<file path="src/rtl/seq_addsub.sv">
// ============================================================================
//  Module   : seq_addsub
//  Purpose  : Multi-cycle WIDTH-bit adder/subtractor, CHUNK bits per clock,
//             LSB first, with start/busy/done handshake, carry-out and signed
//             overflow. Optional macro SEQ_ADDSUB_SAT_EN enables saturation.
//  Revision : 1.0 - initial release
// ============================================================================
`default_nettype none

module seq_addsub #(
    parameter int WIDTH = 16,
    parameter int CHUNK = 4
) (
    input  logic             clk,
    input  logic             rst,
    input  logic             start,
    input  logic [WIDTH-1:0] a,
    input  logic [WIDTH-1:0] b,
    input  logic             cin,
    input  logic             sub,
    output logic             busy,
    output logic             done,
    output logic [WIDTH-1:0] s,
    output logic             cout,
    output logic             ovf
);

    localparam int c_k     = WIDTH / CHUNK;
    localparam int c_cnt_w = (c_k > 1) ? $clog2(c_k) : 1;
    localparam logic [c_cnt_w-1:0] c_last = c_cnt_w'(c_k - 1);

    typedef enum logic [1:0] {
        S_IDLE = 2'd0,
        S_RUN  = 2'd1,
        S_DONE = 2'd2
    } state_t;

    state_t             state_q, state_d;
    logic [WIDTH-1:0]   a_q, a_d;
    logic [WIDTH-1:0]   b_q, b_d;
    logic               carry_q, carry_d;
    logic [c_cnt_w-1:0] cnt_q, cnt_d;
    logic [WIDTH-1:0]   res_q, res_d;
    logic [WIDTH-1:0]   s_q, s_d;
    logic               cout_q, cout_d;
    logic               ovf_q, ovf_d;

    logic [CHUNK:0]     w_chunk_sum;
    logic [WIDTH-1:0]   w_res_next;
    logic [WIDTH-1:0]   w_s_final;
    logic               w_ovf;

    // Operand registers shift right each cycle, so the active chunk is always
    // in the low CHUNK bits; the result fills from the top down.
    assign w_chunk_sum = {1'b0, a_q[CHUNK-1:0]} + {1'b0, b_q[CHUNK-1:0]}
                       + {{CHUNK{1'b0}}, carry_q};
    assign w_res_next  = (res_q >> CHUNK)
                       | (WIDTH'(w_chunk_sum[CHUNK-1:0]) << (WIDTH - CHUNK));
    // Carry into the MSB is recovered as a ^ b ^ sum at that bit position.
    assign w_ovf = a_q[CHUNK-1] ^ b_q[CHUNK-1] ^ w_chunk_sum[CHUNK-1]
                 ^ w_chunk_sum[CHUNK];

`ifdef SEQ_ADDSUB_SAT_EN
    localparam logic [WIDTH-1:0] c_sat_neg = WIDTH'(1) << (WIDTH - 1);
    localparam logic [WIDTH-1:0] c_sat_pos = ~c_sat_neg;
    assign w_s_final = !w_ovf ? w_res_next
                     : (a_q[CHUNK-1] ? c_sat_neg : c_sat_pos);
`else
    assign w_s_final = w_res_next;
`endif

    always_comb begin
        state_d = state_q;
        a_d     = a_q;
        b_d     = b_q;
        carry_d = carry_q;
        cnt_d   = cnt_q;
        res_d   = res_q;
        s_d     = s_q;
        cout_d  = cout_q;
        ovf_d   = ovf_q;
        busy    = (state_q == S_RUN);
        done    = (state_q == S_DONE);

        case (state_q)
            S_IDLE, S_DONE: begin
                state_d = S_IDLE;
                if (start) begin
                    state_d = S_RUN;
                    a_d     = a;
                    b_d     = sub ? ~b : b;
                    carry_d = cin ^ sub;
                    cnt_d   = '0;
                end
            end
            S_RUN: begin
                a_d     = a_q >> CHUNK;
                b_d     = b_q >> CHUNK;
                carry_d = w_chunk_sum[CHUNK];
                res_d   = w_res_next;
                cnt_d   = cnt_q + c_cnt_w'(1);
                if (cnt_q == c_last) begin
                    state_d = S_DONE;
                    s_d     = w_s_final;
                    cout_d  = w_chunk_sum[CHUNK];
                    ovf_d   = w_ovf;
                end
            end
            default: state_d = S_IDLE;
        endcase
    end

    always_ff @(posedge clk) begin
        if (rst) begin
            state_q <= S_IDLE;
            a_q     <= '0;
            b_q     <= '0;
            carry_q <= 1'b0;
            cnt_q   <= '0;
            res_q   <= '0;
            s_q     <= '0;
            cout_q  <= 1'b0;
            ovf_q   <= 1'b0;
        end else begin
            state_q <= state_d;
            a_q     <= a_d;
            b_q     <= b_d;
            carry_q <= carry_d;
            cnt_q   <= cnt_d;
            res_q   <= res_d;
            s_q     <= s_d;
            cout_q  <= cout_d;
            ovf_q   <= ovf_d;
        end
    end

    assign s    = s_q;
    assign cout = cout_q;
    assign ovf  = ovf_q;

endmodule

`default_nettype wire

</file>
<file path="config.mk">
export PLATFORM = sky130hd
export DESIGN_NAME = seq_addsub
export DESIGN_NICKNAME = d
export VERILOG_FILES = /design/src/rtl/seq_addsub.sv
export SDC_FILE = /design/constraint.sdc
export NUM_CORES = 1
export LEC_CHECK = 0
export CAP_MARGIN = 10
export CORE_UTILIZATION = 45
export CTS_CLUSTER_DIAMETER = 200
export DETAILED_ROUTE_END_ITERATION = 10
export PLACE_DENSITY = 0.81
export SKIP_LAST_GASP = 1
export SYNTH_ARGS = -nofsm -noshare
export SYNTH_HDL_FRONTEND = slang
export SYNTH_SLANG_ARGS = --single-unit
</file>
<file path="constraint.sdc">
create_clock -name clk -period 2.5 [get_ports clk]
set_clock_uncertainty 0.15 [all_clocks]
set_input_delay 0.5 -clock clk [delete_from_list [all_inputs] [get_ports clk]]
set_output_delay 0.5 -clock clk [all_outputs]
set_load 0.1 [all_outputs]
</file>
**Yosys cells after proc, flatten, opt, wreduce, memory -nomap -nowiden**

Cells that the tools add are included.

- Divide/modulo/power cells: 0
- Shift operators: 0
- Reductions and logical operators: 5
- Order comparisons: 0
- Mux-type cells: 12
- $mul: 0
- Add/sub/neg operators: 3
- Bitwise gates (word level): 6
- Eq/ne operators: 5

Operators with widths:

| operator | number |
|---|---|
| $pmux W16 S2 | 2 |
| $mux W16 | 3 |
| $not A16 Y16 | 1 |
| $or A12 B16 Y16 | 1 |
| $pmux W2 S2 | 2 |
| $add A4 B4 Y5 | 1 |
| $add A5 B1 Y5 | 1 |
| $eq A2 B2 Y1 const B | 2 |
| $mux W2 | 2 |
| $reduce_and A2 Y1 | 2 |
| $xor A1 B1 Y1 | 4 |
| $add A2 B1 Y2 const B | 1 |
| $eq A2 B1 Y1 const B | 1 |
| $logic_not A2 Y1 | 1 |
| $mux W1 | 2 |
| $ne A2 B1 Y1 const B | 1 |
| $ne A2 B2 Y1 const B | 1 |
| $pmux W1 S2 | 1 |
| $reduce_bool A2 Y1 | 1 |
| $reduce_or A2 Y1 | 1 |

- Register bits: 71
- Bits in writable memories: 0
- Output and inout bits: 20
- Word-level logic and storage cells: 40
- Memory bits (read-only): 0
- Latch bits: 0
- Bits of input ports: 37
- Memories: 0

**Logic depth before layout (Yosys ltp)**

Gate-level depths: netlist (run 1).

- Word-level depth: 4
- Mapped depth: 7
- Mapped depth without buffers: 7

**Worst setup path before layout (run 1)**

OpenSTA, ideal clock, no wires.

- Kind: flip-flop to output port
- From: register state_q[0]
- To: output port done
- Data required time: 1.850 ns
- Setup slack: 0.174 ns
- Arrival: 1.676 ns
- Cell stages (with the launch flop): 2
- Buffers on the path: 0
- Cell sequence: dfxtp_1 nor2b_1

- Longest elaborated chain between the ends: 1

RTL lines:

| element | line | RTL |
|---|---|---|
| start, declared | 38 | `state_t state_q, state_d;` |
| start signal, assigned | 125 | `state_q <= state_d;` |
| $eq A2 B2 Y1 | 83 | `done = (state_q == S_DONE);` |
| end, declared | 22 | `output logic done,` |

Every way passes these cells.

**Final worst setup path (run 1)**

- From: register state_q[0]
- To: output port busy

- Longest elaborated chain between the ends: 1

RTL lines:

| element | line | RTL |
|---|---|---|
| $eq A2 B1 Y1 | 82 | `busy = (state_q == S_RUN);` |
| end, declared | 21 | `output logic busy,` |

Every way passes these cells.

==> results.rst, run 1 <==
.. list-table::
   :header-rows: 1

   * - Metric
     - Value
   * - Status
     - completed
   * - Crit Path Max Fanout
     - 31
   * - Synthesized area per cell
     - 8.809 µm²
   * - Part of the Yosys area used for sequential elements
     - 47.73%
   * - Number of nets still failing antenna checks after routing
     - 0
   * - HPWL reported at the end of detailed placement
     - 3881 µm
   * - Initial Utilization
     - 47.18%
   * - Total leakage power
     - 1.315 nW
   * - Netlist area before placement
     - 2810 µm²
   * - Critical Setup Path Class
     - flip-flop to output port
   * - Worst-Margin Slew
     - 0.4434 ns
   * - Post-Synth XOR/XNOR Area
     - 6.233%
   * - Total CTS buffers
     - 9
   * - Setup repair after global routing missed its margin
     - false
   * - Number of diodes added for antenna fixing
     - 0
   * - Global router's overall resource usage
     - 18.76%
   * - Library cell used as clock root buffer
     - clkbuf_8
   * - Cell types with the largest area share after synthesis
     - dfxtp_1, nand2_1, a22oi_1
   * - Pin count of the biggest net entering global routing
     - 36
   * - H-tree depth
     - 3
   * - R2R depth
     - 7
   * - Relative max-transition margin
     - 70.44%
   * - Area fraction in compound gates after synthesis
     - 21.33%
   * - Synthesized net count
     - 362
   * - Maximum operating frequency
     - 467.6 MHz
   * - Hold Path Depth
     - 2
   * - Clock network latency to the later pin of the worst-skew pair
     - 0.33 ns
   * - Clock Sink Count
     - 67
   * - Final setup violation count
     - 0
   * - Adder-cell area share of the yosys netlist
     - 3.206%
   * - Quantity of gates resized following cts
     - 0
   * - Total detailed-routing wirelength
     - 5590 µm
   * - # fillers
     - 552
   * - Total setup buffers inserted after CTS
     - 0
   * - Fraction of post-synthesis cell area in the top cell type by area
     - 47.73%
   * - Synth unique cells
     - 29
   * - Post-detailed-route DRC marker count
     - 0
   * - Synth top cells by count
     - nand2_1, dfxtp_1, a21oi_1
   * - Worst-case clock buffer depth
     - 2
   * - Syn Inst Count
     - 319
   * - Count of buffers from port buffering
     - 56
   * - First-pass detailed-route iteration total
     - 4
   * - Final Hold Fails
     - 0
   * - Area growth syn-to-layout
     - 25.20%
   * - Count of flip-flops with a built-in enable after synthesis
     - 0
   * - Ys async rst share
     - 0%
   * - NumNets Final
     - 409
   * - Multiplexer share of the synthesized area
     - 0%
   * - Hold Buf Count CTS
     - 0
   * - Startpoint types
     - flip-flop
   * - Most repeated cell in the gate-level netlist after synthesis
     - nand2_1
   * - Routed via count
     - 2,307
   * - Number of antenna violations at the first check in global routing
     - 0
   * - Remaining global-route overflow
     - 0
   * - Total Die Area
     - 6565 µm²
   * - Placeable core area
     - 5956 µm²
   * - Power density over cell area
     - 653.6 nW/µm²
   * - Most frequently used flop master after synthesis
     - dfxtp_1
   * - Class of the most critical hold timing path
     - flip-flop to flip-flop
   * - Dominant combinational cell family by area after synthesis
     - compound AO/OA/AOI/OAI gates
   * - Post-Route Utilization
     - 59.08%
   * - Post-route setup slack
     - 0.3616 ns
   * - Via count of the first global-routing pass
     - 2,109
   * - Std-Cell Rows
     - 28
   * - Peak supply drop
     - 0.3364 mV
   * - Post-route standard cell area excluding fillers
     - 3518 µm²
   * - WL/cell
     - 12.53 µm
   * - Minimum clock period
     - 2.138 ns
   * - DRC marker count from the first detailed-route iteration
     - 104
   * - Top Ports
     - 57
   * - Die extent in y
     - 81.03 µm
   * - Post-synthesis sequential element count
     - 67
   * - Yosys warns
     - 0
   * - CP required
     - 1.85 ns
   * - Instance area at placement
     - 3319 µm²
   * - Final sum of negative setup slack
     - 0 ns
   * - Final slew viol count
     - 0
   * - Overall power consumption
     - 2.300 mW
   * - Chip width
     - 81.03 µm
   * - Pre-CTS WS
     - 0.3727 ns
   * - RD Place Congestion
     - 0.8191
   * - Share of cells above drive strength 1
     - 15.63%
   * - CP endpoint kind
     - output port
   * - Largest area contributor in the netlist
     - dfxtp_1
   * - Average vias per placed instance
     - 5.173
   * - Number of max-cap violations
     - 0
   * - Period utilisation layout
     - 85.54%
   * - Signal arrival time at the worst endpoint
     - 1.49 ns
   * - Multi-input logic area
     - 1311 µm²
   * - TritonCTS clock tree
     - yes
   * - Post-synthesis simple-gate area fraction
     - 15.81%
   * - Clock input transition at the sequential cells of the worst setup and hold paths
     - 0.07 ns
   * - Register Area
     - 1341 µm²
   * - Wire length of the first global-routing pass
     - 9301 µm
sequential cells by signal, summed over array words and instances, names as in the netlist:
| register | flops |
|---|---|
| a_q | 16 |
| b_q | 16 |
| carry_q | 1 |
| cnt_q | 2 |
| cout | 1 |
| ovf | 1 |
| res_q | 12 |
| s | 16 |
| state_q | 2 |
layout make-up:
class,count,share of cell area [%]
clock buffers,13,5.085
inverters,4,0.4979
well taps,75,2.667
repair buffers,61,15.79
multi-input cells,223,37.27
clock inverters,3,0.5690
flip-flops and latches,67,38.12
worst max-delay path, cell delays in order (launching register included):
cell      delay [ns]
dfxtp_1         0.43
nand2b_4        0.17
inv_4           0.33
buf_12          0.23
cell usage in the layout, fill, tap and decap left out, types with 2 or more instances in the layout:
cell	instances
fa_1	2
dfxtp_1	67
nand2_1	73
nor2_1	22
a22oi_1	34
inv_1	3
a21oi_2	9
a21oi_1	43
o31ai_1	2
xor2_1	19
clkbuf_8	13
ha_1	4
a211oi_1	2
buf_4	24
clkdlybuf4s50_1	35
nand3b_1	2
clkinvlp_4	2
per-stage QoR:
step / hold WS [ns] / cells
3_5_place_dp: 0.2968 / 430
5_1_grt: 0.3263 / 446
4_1_cts: 0.3069 / 446
2_1_floorplan: 0.2821 / 319
3_3_place_gp: 0.2885 / 430
6_report: 0.3054 / 446
power by group:
group | internal (mW) | total, mW | switching [mW]
Combinational | 0.133 | 0.295 | 0.162
Sequential | 1.12 | 1.15 | 0.0307
Clock | 0.467 | 0.857 | 0.390
path summary, 6_finish.rpt:
path | from | to | slack, ns
hold / removal | s[2]$_SDFFE_PP0P_ | s[2]$_SDFFE_PP0P_ | 0.31
hold reg to reg | s[2]$_SDFFE_PP0P_ | s[2]$_SDFFE_PP0P_ | 0.31
setup / recovery | state_q[0]$_SDFFE_PP0P_ | busy | 0.36
setup reg to reg | a_q[0]$_SDFFE_PP0P_ | ovf$_SDFFE_PP0P_ | 0.47
logic make-up after synthesis:
kind of cell               after synthesis
DFF                                     67
buffers and inverters                   29
xor gates and xnor gates                20
adders and majority gates                6
AOI/OAI and AO/OA                       92
and+or+nand+nor                        105
per-layer routing:
| metal | vias up | wire [µm] | track usage (%) |
|---|---|---|---|
| li1 | 1172 | - | - |
| met2 | 54 | 2832 | 32.77 |
| met3 | 7 | 222 | 5.056 |
| met4 | 0 | 72 | 7.500 |
| met5 | - | 0 | 0 |
| met1 | 1074 | 2462 | 21.60 |
Power figures use the tool's default switching activity.
==> run 2, diff against run 1 <==
CORE_MARGIN = 1   (was not set)
CORE_UTILIZATION = 32   (was 45)
PLACE_DENSITY = 0.64   (was 0.81)
REMOVE_ABC_BUFFERS = 1   (was not set)
==> run 2 against run 1 <==
Effect of this change: wire length up 1.1%; sequential cell count is the same; critical path depth stayed put; combinational power barely moved; final cell count grew 7.0%; core utilization down 16 points; clock-buffer cell count grew 1; critical path type unchanged; critical endpoint unchanged; largest cell class unchanged.
==> results.rst, run 2 (synthesized netlist as in run 1, its figures left out) <==
.. list-table::
   :header-rows: 1

   * - Metric
     - Value
   * - HPWL reported at the end of detailed placement
     - 3694 µm (-4.8%)
   * - Remaining global-route overflow
     - 0 (unchanged)
   * - Total CTS buffers
     - 9 (unchanged)
   * - Number of diodes added for antenna fixing
     - 0 (unchanged)
   * - # fillers
     - 859 (+56%)
   * - Clock input transition at the sequential cells of the worst setup and hold paths
     - 0.06 ns (about the same)
   * - First-pass detailed-route iteration total
     - 5 (+1)
   * - Cell count after placement
     - 461 (+7.2%)
   * - Total Die Area
     - 9160 µm² (+40%)
   * - Wire length of the first global-routing pass
     - 9832 µm (+5.7%)
   * - Number of antenna violations at the first check in global routing
     - 0 (unchanged)
   * - Critical Setup Path Class
     - flip-flop to output port
   * - Final Hold Fails
     - 0 (unchanged)
   * - Comb pwr share
     - 12.8% (about the same)
   * - Top Ports
     - 57 (unchanged)
   * - Global router's overall resource usage
     - 13.93% (-4.8 points)
   * - Number of max-cap violations
     - 0 (unchanged)
   * - Final slew viol count
     - 0 (unchanged)
   * - NumNets Final
     - 410 (+0.24%)
   * - Status
     - completed
   * - Most common cell after layout, fill and taps aside
     - nand2_1
   * - Library cell used as clock root buffer
     - clkbuf_8
   * - Total detailed-routing wirelength
     - 5650 µm (+1.1%)
   * - H-tree depth
     - 3 (unchanged)
   * - Minimum clock period
     - 2.140 ns (+0.001397 ns)
   * - Class of the most critical hold timing path
     - flip-flop to flip-flop
   * - Worst-Margin Slew
     - 0.4732 ns (+0.02983 ns)
   * - TritonCTS clock tree
     - yes
   * - Period utilisation layout
     - 85.59% (about the same)
   * - Most frequent cells in the layout
     - nand2_1, dfxtp_1, a21oi_1, clkdlybuf4s50_1, a22oi_1
   * - Post-detailed-route DRC marker count
     - 0 (unchanged)
   * - CP required
     - 1.85 ns (about the same)
   * - Total net switching power
     - 0.5740 mW (-1.6%)
   * - RD Place Congestion
     - 0.7231 (-12%)
   * - Switch share
     - 24.82% (-0.55 points)
   * - Chip width
     - 95.71 µm (+18%)
   * - Setup slack, reg-to-reg
     - 0.49 ns (+0.02 ns)
   * - Count of buffers from port buffering
     - 56 (unchanged)
   * - Setup repair after global routing missed its margin
     - false
   * - Average vias per placed instance
     - 4.715 (-8.8%)
   * - Crit Path Max Fanout
     - 30 (-3.2%)
   * - Total setup buffers inserted after CTS
     - 0 (unchanged)
   * - Std-Cell Rows
     - 33 (+18%)
   * - Clock network latency to the later pin of the worst-skew pair
     - 0.34 ns (about the same)
   * - Final Instance Count excl. Fillers
     - 477 (+7.0%)
   * - Part of the total power dissipated in sequential elements
     - 49.6% (-0.3 points)
   * - Maximum operating frequency
     - 467.3 MHz (about the same)
   * - Pin count of the biggest net entering global routing
     - 41 (+14%)
   * - DRC marker count from the first detailed-route iteration
     - 81 (-22%)
   * - Initial Utilization
     - 33.69% (-13 points)
   * - Peak supply drop
     - 0.3165 mV (-5.9%)
   * - Overall power consumption
     - 2.313 mW (+0.59%)
   * - Quantity of gates resized following cts
     - 0 (unchanged)
   * - Relative max-transition margin
     - 68.45% (-2.0 points)
   * - Share of cells above drive strength 1
     - 14.78% (-0.85 points)
   * - Final setup violation count
     - 0 (unchanged)
   * - CP endpoint kind
     - output port
   * - Startpoint types
     - flip-flop
   * - Signal arrival time at the worst endpoint
     - 1.49 ns (about the same)
   * - Total leakage power
     - 1.317 nW (+0.15%)
   * - Routed via count
     - 2,249 (-2.5%)
   * - Die extent in y
     - 95.71 µm (+18%)
   * - Worst-case clock buffer depth
     - 2 (unchanged)
   * - Clock Sink Count
     - 67 (unchanged)
   * - Hold Buf Count CTS
     - 0 (unchanged)
   * - Via count of the first global-routing pass
     - 2,143 (+1.6%)
   * - WL/cell
     - 11.84 µm (-5.5%)
   * - Number of nets still failing antenna checks after routing
     - 0 (unchanged)
   * - Internal portion of total power
     - 1.739 mW (+1.3%)
   * - Power density over cell area
     - 651.2 nW/µm² (-0.37%)
   * - Proportion of power drawn by the clock network
     - 37.6% (+0.3 points)
   * - Placeable core area
     - 8341 µm² (+40%)
   * - Area growth syn-to-layout
     - 26.40%
==> run 2: cell type report <==
type	instances	area [µm²]	share of cell area, %
clock buffers	14	152.6	4.297
inverters	4	17.52	0.4931
multi-input cells	223	1311	36.91
repair buffers	62	563.0	15.85
flip-flops and latches	67	1341	37.76
well taps	105	131.4	3.698
clock inverters	2	35.03	0.9863
==> run 2: final timing paths <==
path	start	endpoint	cells past startpoint
max	state_q[0]$_SDFFE_PP0P_	busy	3
min	s[0]$_SDFFE_PP0P_	s[0]$_SDFFE_PP0P_	2
max reg2reg	b_q[0]$_SDFFE_PP0P_	ovf$_SDFFE_PP0P_	7
min reg2reg	s[0]$_SDFFE_PP0P_	s[0]$_SDFFE_PP0P_	2
==> run 2: metrics by stage <==
stage / util, % / setup TNS [ns] / area (µm²) / hold WS (ns) / worst slack [ns]
2_1_floorplan: - / -1.615 / 2668 / 0.2760 / -0.1502
3_3_place_gp: 40.34 / 0 / 3364 / 0.2920 / 0.4597
3_5_place_dp: 40.34 / 0 / 3364 / 0.2942 / 0.4292
4_1_cts: 42.59 / 0 / 3552 / 0.3070 / 0.3316
5_1_grt: 42.59 / 0 / 3552 / 0.3255 / 0.2737
6_report: 42.59 / 0 / 3552 / 0.3037 / 0.3602
==> run 2: power by group through the flow <==
stage / combinational, mW / sequential, mW / clock (mW)
3_3_place_gp: 0.295 / 1.17 / 0
3_5_place_dp: 0.300 / 1.17 / 0
6_report: 0.297 / 1.15 / 0.870
4_1_cts: 0.301 / 1.15 / 0.895
5_1_grt: 0.335 / 1.15 / 0.946
2_1_floorplan: 0.164 / 1.16 / 0
==> run 2: critical path, stage by stage (launching register included) <==
cell      delay [ns]
dfxtp_1         0.41
nand2b_4        0.16
inv_4           0.34
buf_12          0.23
==> run 2: layer usage <==
| metal | track usage [%] | up-vias | part of all wire (%) |
|---|---|---|---|
| met2 | 22.92 | 61 | 45 |
| met1 | 17.06 | 1012 | 48 |
| met4 | 4.104 | 0 | 0.80 |
| li1 | - | 1172 | - |
| met5 | 0 | - | 0 |
| met3 | 5.055 | 4 | 5.2 |
==> run 3, diff against run 2 <==
HOLD_SLACK_MARGIN = 0.02   (was not set)
TNS_END_PERCENT = 100   (was not set)
==> results of run 3 <==
Same layout as run 2: the final DEF is identical, and so are final timing and power.
